===== src/rtl/a2p_wb_arbiter.sv =====
// a2p_wb_arbiter
//   Merges the A2P instruction (wb_i) and data (wb_d) Wishbone masters onto one
//   shared Wishbone slave port (wb_s). Round-robin arbitration between the two
//   masters. A grant is held for the whole CYC, so bursts and read-modify-write
//   sequences stay atomic. A per-transfer ACK timeout returns ERR to the granted
//   master.
//
// Parameters
//   TIMEOUT : cycles a strobe may wait for ACK/ERR before ERR is forced (>= 2)
//   TRACE   : kept so existing instantiations still elaborate; this block emits
//             no trace output
//
// Ports
//   clk, reset          : rising-edge clock, asynchronous active-high reset
//   wb_i_*              : instruction master (read-only), ACK/ERR/DAT_MISO back
//   wb_d_*              : data master, ACK/ERR/DAT_MISO back
//   wb_s_*              : shared slave port toward memory/SoC
//   grant               : one-hot {d,i}; 00 = idle
module a2p_wb_arbiter #(
  parameter int unsigned TIMEOUT = 256,
  parameter int unsigned TRACE   = 0
) (
  input  logic        clk,
  input  logic        reset,

  input  logic        wb_i_CYC,
  input  logic        wb_i_STB,
  input  logic [29:0] wb_i_ADR,
  input  logic [2:0]  wb_i_CTI,
  input  logic [1:0]  wb_i_BTE,
  output logic        wb_i_ACK,
  output logic        wb_i_ERR,
  output logic [31:0] wb_i_DAT_MISO,

  input  logic        wb_d_CYC,
  input  logic        wb_d_STB,
  input  logic        wb_d_WE,
  input  logic [29:0] wb_d_ADR,
  input  logic [3:0]  wb_d_SEL,
  input  logic [31:0] wb_d_DAT_MOSI,
  input  logic [2:0]  wb_d_CTI,
  input  logic [1:0]  wb_d_BTE,
  output logic        wb_d_ACK,
  output logic        wb_d_ERR,
  output logic [31:0] wb_d_DAT_MISO,

  output logic        wb_s_CYC,
  output logic        wb_s_STB,
  output logic        wb_s_WE,
  output logic [29:0] wb_s_ADR,
  output logic [3:0]  wb_s_SEL,
  output logic [31:0] wb_s_DAT_MOSI,
  output logic [2:0]  wb_s_CTI,
  output logic [1:0]  wb_s_BTE,
  input  logic        wb_s_ACK,
  input  logic        wb_s_ERR,
  input  logic [31:0] wb_s_DAT_MISO,

  output logic [1:0]  grant
);

  localparam int unsigned CW = (TIMEOUT > 2) ? $clog2(TIMEOUT) : 1;
  localparam logic [CW-1:0] TO_LAST = CW'(TIMEOUT - 1);

  typedef enum logic [1:0] {
    IDLE  = 2'd0,
    GNT_I = 2'd1,
    GNT_D = 2'd2
  } state_t;

  state_t        state, state_next;
  logic          last_d, last_d_next;   // 1: D held the most recent grant
  logic [CW-1:0] to_cnt, to_cnt_next;
  logic          m_cyc, m_stb;
  logic          timeout;

  // Grant-change tracing belongs to the simulation environment.
  if (TRACE != 0) begin : g_trace
  end

  always_ff @(posedge clk or posedge reset) begin
    if (reset) begin
      state  <= IDLE;
      last_d <= 1'b1;
      to_cnt <= '0;
    end else begin
      state  <= state_next;
      last_d <= last_d_next;
      to_cnt <= to_cnt_next;
    end
  end

  // Request of whichever master currently owns the slave port.
  always_comb begin
    m_cyc = 1'b0;
    m_stb = 1'b0;
    case (state)
      GNT_I: begin
        m_cyc = wb_i_CYC;
        m_stb = wb_i_CYC & wb_i_STB;
      end
      GNT_D: begin
        m_cyc = wb_d_CYC;
        m_stb = wb_d_CYC & wb_d_STB;
      end
      default: ;
    endcase
  end

  assign timeout = m_stb && (to_cnt == TO_LAST);

  always_comb begin
    state_next  = state;
    last_d_next = last_d;
    case (state)
      IDLE: begin
        if (wb_i_CYC && (!wb_d_CYC || last_d)) begin
          state_next  = GNT_I;
          last_d_next = 1'b0;
        end else if (wb_d_CYC) begin
          state_next  = GNT_D;
          last_d_next = 1'b1;
        end
      end
      GNT_I, GNT_D: begin
        if (!m_cyc || timeout) state_next = IDLE;
      end
      default: state_next = IDLE;
    endcase

    if (!m_stb || wb_s_ACK || wb_s_ERR || timeout) to_cnt_next = '0;
    else                                           to_cnt_next = to_cnt + CW'(1);
  end

  // Slave-side mux and response routing. On the timeout cycle the slave sees
  // no strobe, the owner sees ERR, and any coincident slave ACK is swallowed.
  always_comb begin
    wb_s_CYC      = 1'b0;
    wb_s_STB      = 1'b0;
    wb_s_WE       = 1'b0;
    wb_s_ADR      = '0;
    wb_s_SEL      = '0;
    wb_s_DAT_MOSI = '0;
    wb_s_CTI      = '0;
    wb_s_BTE      = '0;
    wb_i_ACK      = 1'b0;
    wb_i_ERR      = 1'b0;
    wb_d_ACK      = 1'b0;
    wb_d_ERR      = 1'b0;
    case (state)
      GNT_I: begin
        wb_s_CYC = wb_i_CYC & ~timeout;
        wb_s_STB = wb_i_STB & ~timeout;
        wb_s_ADR = wb_i_ADR;
        wb_s_SEL = '1;
        wb_s_CTI = wb_i_CTI;
        wb_s_BTE = wb_i_BTE;
        wb_i_ACK = wb_s_ACK & ~wb_s_ERR & ~timeout;
        wb_i_ERR = wb_s_ERR | timeout;
      end
      GNT_D: begin
        wb_s_CYC      = wb_d_CYC & ~timeout;
        wb_s_STB      = wb_d_STB & ~timeout;
        wb_s_WE       = wb_d_WE;
        wb_s_ADR      = wb_d_ADR;
        wb_s_SEL      = wb_d_SEL;
        wb_s_DAT_MOSI = wb_d_DAT_MOSI;
        wb_s_CTI      = wb_d_CTI;
        wb_s_BTE      = wb_d_BTE;
        wb_d_ACK      = wb_s_ACK & ~wb_s_ERR & ~timeout;
        wb_d_ERR      = wb_s_ERR | timeout;
      end
      default: ;
    endcase
  end

  assign wb_i_DAT_MISO = wb_s_DAT_MISO;
  assign wb_d_DAT_MISO = wb_s_DAT_MISO;
  assign grant         = {state == GNT_D, state == GNT_I};

endmodule

===== config.mk =====
export PLATFORM = sky130hd
export DESIGN_NAME = a2p_wb_arbiter
export DESIGN_NICKNAME = d
export VERILOG_FILES = /design/src/rtl/a2p_wb_arbiter.sv
export SDC_FILE = /design/constraint.sdc
export NUM_CORES = 1
export LEC_CHECK = 0
export BUFFER_PORTS_ARGS = -buffer_cell sky130_fd_sc_hd__buf_2
export CAP_MARGIN = 20
export CORE_AREA = 2 2 114 116
export CTS_BUF_LIST = sky130_fd_sc_hd__clkbuf_16
export DETAILED_ROUTE_END_ITERATION = 12
export DIE_AREA = 0 0 116 118
export GPL_TIMING_DRIVEN = 0
export SLEW_MARGIN = 20
export SYNTH_ARGS = -nofsm -noshare
export SYNTH_HDL_FRONTEND = slang
export SYNTH_SLANG_ARGS = --single-unit

===== constraint.sdc =====
create_clock -name clk -period 1.44 [get_ports clk]
set_input_delay 0.072 -clock clk [delete_from_list [all_inputs] [get_ports clk]]
set_output_delay 0.072 -clock clk [all_outputs]
set_load 0.1 [all_outputs]

==> run metrics <==
synth-to-layout area growth=194%; CP Data Required Time=around 1400 ps; EDFF count, synth=0; CP arrival=1890 ps; root buf cell=clkbuf_16; RD Place Congestion=approximately 0.84; maximum vdd ir drop=between 1 and 1.5 mV; crit-path cells=inv_4 -> buf_6 -> ha_4 -> buf_8 -> a21oi_4 -> and3_4 -> buf_12; # rows=41; Residual DRC=0; most numerous cell in the Yosys netlist=buf_4; Reg-to-Reg Start=state[1]; Worst setup EP type=output port; IO Port Bufs=approximately 260; DRT Pass-1 Iters=4; Vias=2930; Die X=about 120 µm; GRT Residual Overflow=0; CP Buf/Inv Count=4; clock transition at the registers of the reported paths=roughly 40 ps; slowest CP cell=dfrtp_2; pin count of the biggest net entering global routing=12; worst-margin pin slew=504 ps; DRT iter0 DRCs=79; worst reg-to-reg setup slack=-350 ps; TritonCTS Buffers=3; asr flop ratio synth=100%; Setup crit start=state[1]; Final Hold Viols=0; CTS tree=yes; Tcrit/Tclk final=136%; Setup Crit Path Kind=reg2out; max-slew violations=0; Clock Skew=around 4.3 ps; Yosys warning count=0; Reg2Reg Depth=8; minimum clock period=roughly 2000 ps; post-synthesis sequential area ratio=roughly 14%; Via density=approximately 4; Core Box Area=between 10000 and 15000 µm²; Hold Worst Slack=between 150 and 200 ps; post-route cell area=5880 µm²; cells after synthesis=approximately 270; post-synth top area share=around a quarter; gr usage total=around 15%; dpl cell area=around 4000 µm²; final setup vio count=88; Hold Path Class=in2reg; vias in the first global route=about 3000; CTS sink cnt=11; crit path launch type=flip-flop; DRT Wirelength=approximately 12000 µm; chip height=approximately 120 µm; status=complete, but fails checks; failing checks=setup timing; CP max FO=4; Clock Latency Late Sink=around 240 ps; Avg Cell Area, Syn=between 7 and 8 µm²; Antenna Cells=0; antenna viol nets, final=0; FF-to-FF End=state[0]; RSZ-0062 raised after global routing=true; min setup slack post-route=-525 ps; cell area after synthesis=between 1500 and 2000 µm²; initial antenna violation count=0; WL per Instance=between 15 and 20 µm; top cells by count, synth=buf_4 (64), nor2b_1 (41), a22oi_1 (35), and2_1 (33), clkbuf_1 (15); Post-DP HPWL=8210 µm; crit-path leading delay family=buffers and inverters; #FFs+latches synth=11; library cells used by synthesis=29; Pwr Density=2440 nW/µm²; Critical Path Max Stage Delay=approximately 450 ps; Critical Path Sink=wb_i_ACK; first-pass GRT wire length=15900 µm; Max Fclk=around 510 MHz; final core utilization=47.3%; Final Net Count=700; Die ar.=roughly 14000 µm²; number of max-cap violations=0; cell taking the most area after synthesis=buf_4; Post-Syn Nets=420; dominant cells by area after synthesis=buf_4 (24%), a22oi_1 (13%), nor2b_1 (13%); WP depth=7; fraction of layout cells with a size suffix above 1=92.3%; H-tree Lvls=1; leakage=approximately 0.0027 µW; Slew HR=between 60 and 70%; CTS Buffer Depth=2; most common flop cell mapped by yosys=dfrtp_1; Ports=slightly below 300; Starting Density=about 16%
-- placed cells by master, fill, tap and decap left out, types with 2 or more instances in the layout --
cell type	instances
and3_4	3
dfrtp_2	3
nand3_1	6
dfrtp_1	7
buf_12	73
a22o_1	3
ha_4	5
nor2_4	3
buf_4	74
nand3_4	3
mux2i_4	2
a21oi_4	3
a22oi_2	35
xor2_1	5
buf_8	11
clkbuf_16	6
buf_2	179
clkbuf_4	3
and3_1	2
and2_4	33
nor2b_4	41
nor2_1	2
clkbuf_8	7
nor2_2	5
a21oi_1	3
o22ai_2	2
buf_6	6
inv_4	2
inv_1	5
nand2_1	4
-- where the power goes --
| group | internal (µW) | switching [µW] | total, µW |
|---|---|---|---|
| combinational | 5350 | 8090 | 13400 |
| clock | 365 | 140 | 504 |
| sequential | 364 | 47.7 | 412 |
| total | 6080 | 8280 | 14400 |
-- worst register-to-register path, cell delays in order, from the launching register on --
cell	delay (ps)
dfrtp_2	420
inv_4	70
buf_6	120
ha_4	270
buf_6	150
buf_6	120
nand2_2	70
or2_1	240
a22o_1	210
-- per-layer routing --
| layer | GRT usage [%] | part of all wire, % | up-vias |
|---|---|---|---|
| met5 | 0 | 0 | - |
| met4 | 3.57 | 1.7 | 0 |
| met3 | 1.85 | 6.2 | 13 |
| met2 | 31.2 | 59 | 146 |
| met1 | 14.3 | 33 | 1375 |
| li1 | - | - | 1396 |
-- through the flow --
stage / instances / setup slack [ps] / power (µW) / TNS [ps]
after CTS: 710 / -509 / 13200 / -28940
final: 719 / -525 / 14400 / -30780
after detailed placement: 698 / -923 / 9960 / -57910
after global routing: 719 / -594 / 14800 / -35900
after floorplan: 268 / -672 / 8640 / -39070
after global placement: 698 / -894 / 9910 / -56290
-- sequential cells by signal, indices dropped and copies added (netlist names) --
register / count
last_d: 1
to_cnt: 8
state: 2
-- how the worst min path moves through the flow --
stage / from / to / slack (ps) / depth (start not counted)
3_5_place_dp: reset / to_cnt[4] / 90 / 2
4_1_cts: wb_d_CYC / last_d / 170 / 3
2_1_floorplan: reset / state[0] / -80 / 1
3_3_place_gp: reset / to_cnt[4] / 80 / 2
6_report: wb_d_CYC / last_d / 170 / 3
5_1_grt: wb_d_CYC / last_d / 220 / 3
-- layout make-up --
type	instances	area, µm²
fill	1135	6540
sequential	11	280
tap	172	215
timing repair buffer	276	2630
buffer	81	716
clock buffer	3	75.1
inverter	6	27.5
multi-input combinational	169	1930
clock inverter	1	3.75
-- cells by family (layout without fill, tap and decap cells) --
group	after synthesis	count (layout)	synth area share (%)
compound gates	50	50	19.0
xor+xnor	6	6	2.63
fa+ha+maj	5	5	3.13
buf+inv	88	367	29.1
flops	11	11	13.8
mux	2	2	1.00
simple gates	106	106	31.3
-- timing repair --
action,CTS,global route
gates resized for setup,365,60
endpoints found under the hold margin,10,0
setup endpoints to repair,89,88
pin swaps,15,5
gates cloned,0,3
hold buffers,1,0
buffers inserted,9,6
Power figures use the tool's default switching activity.
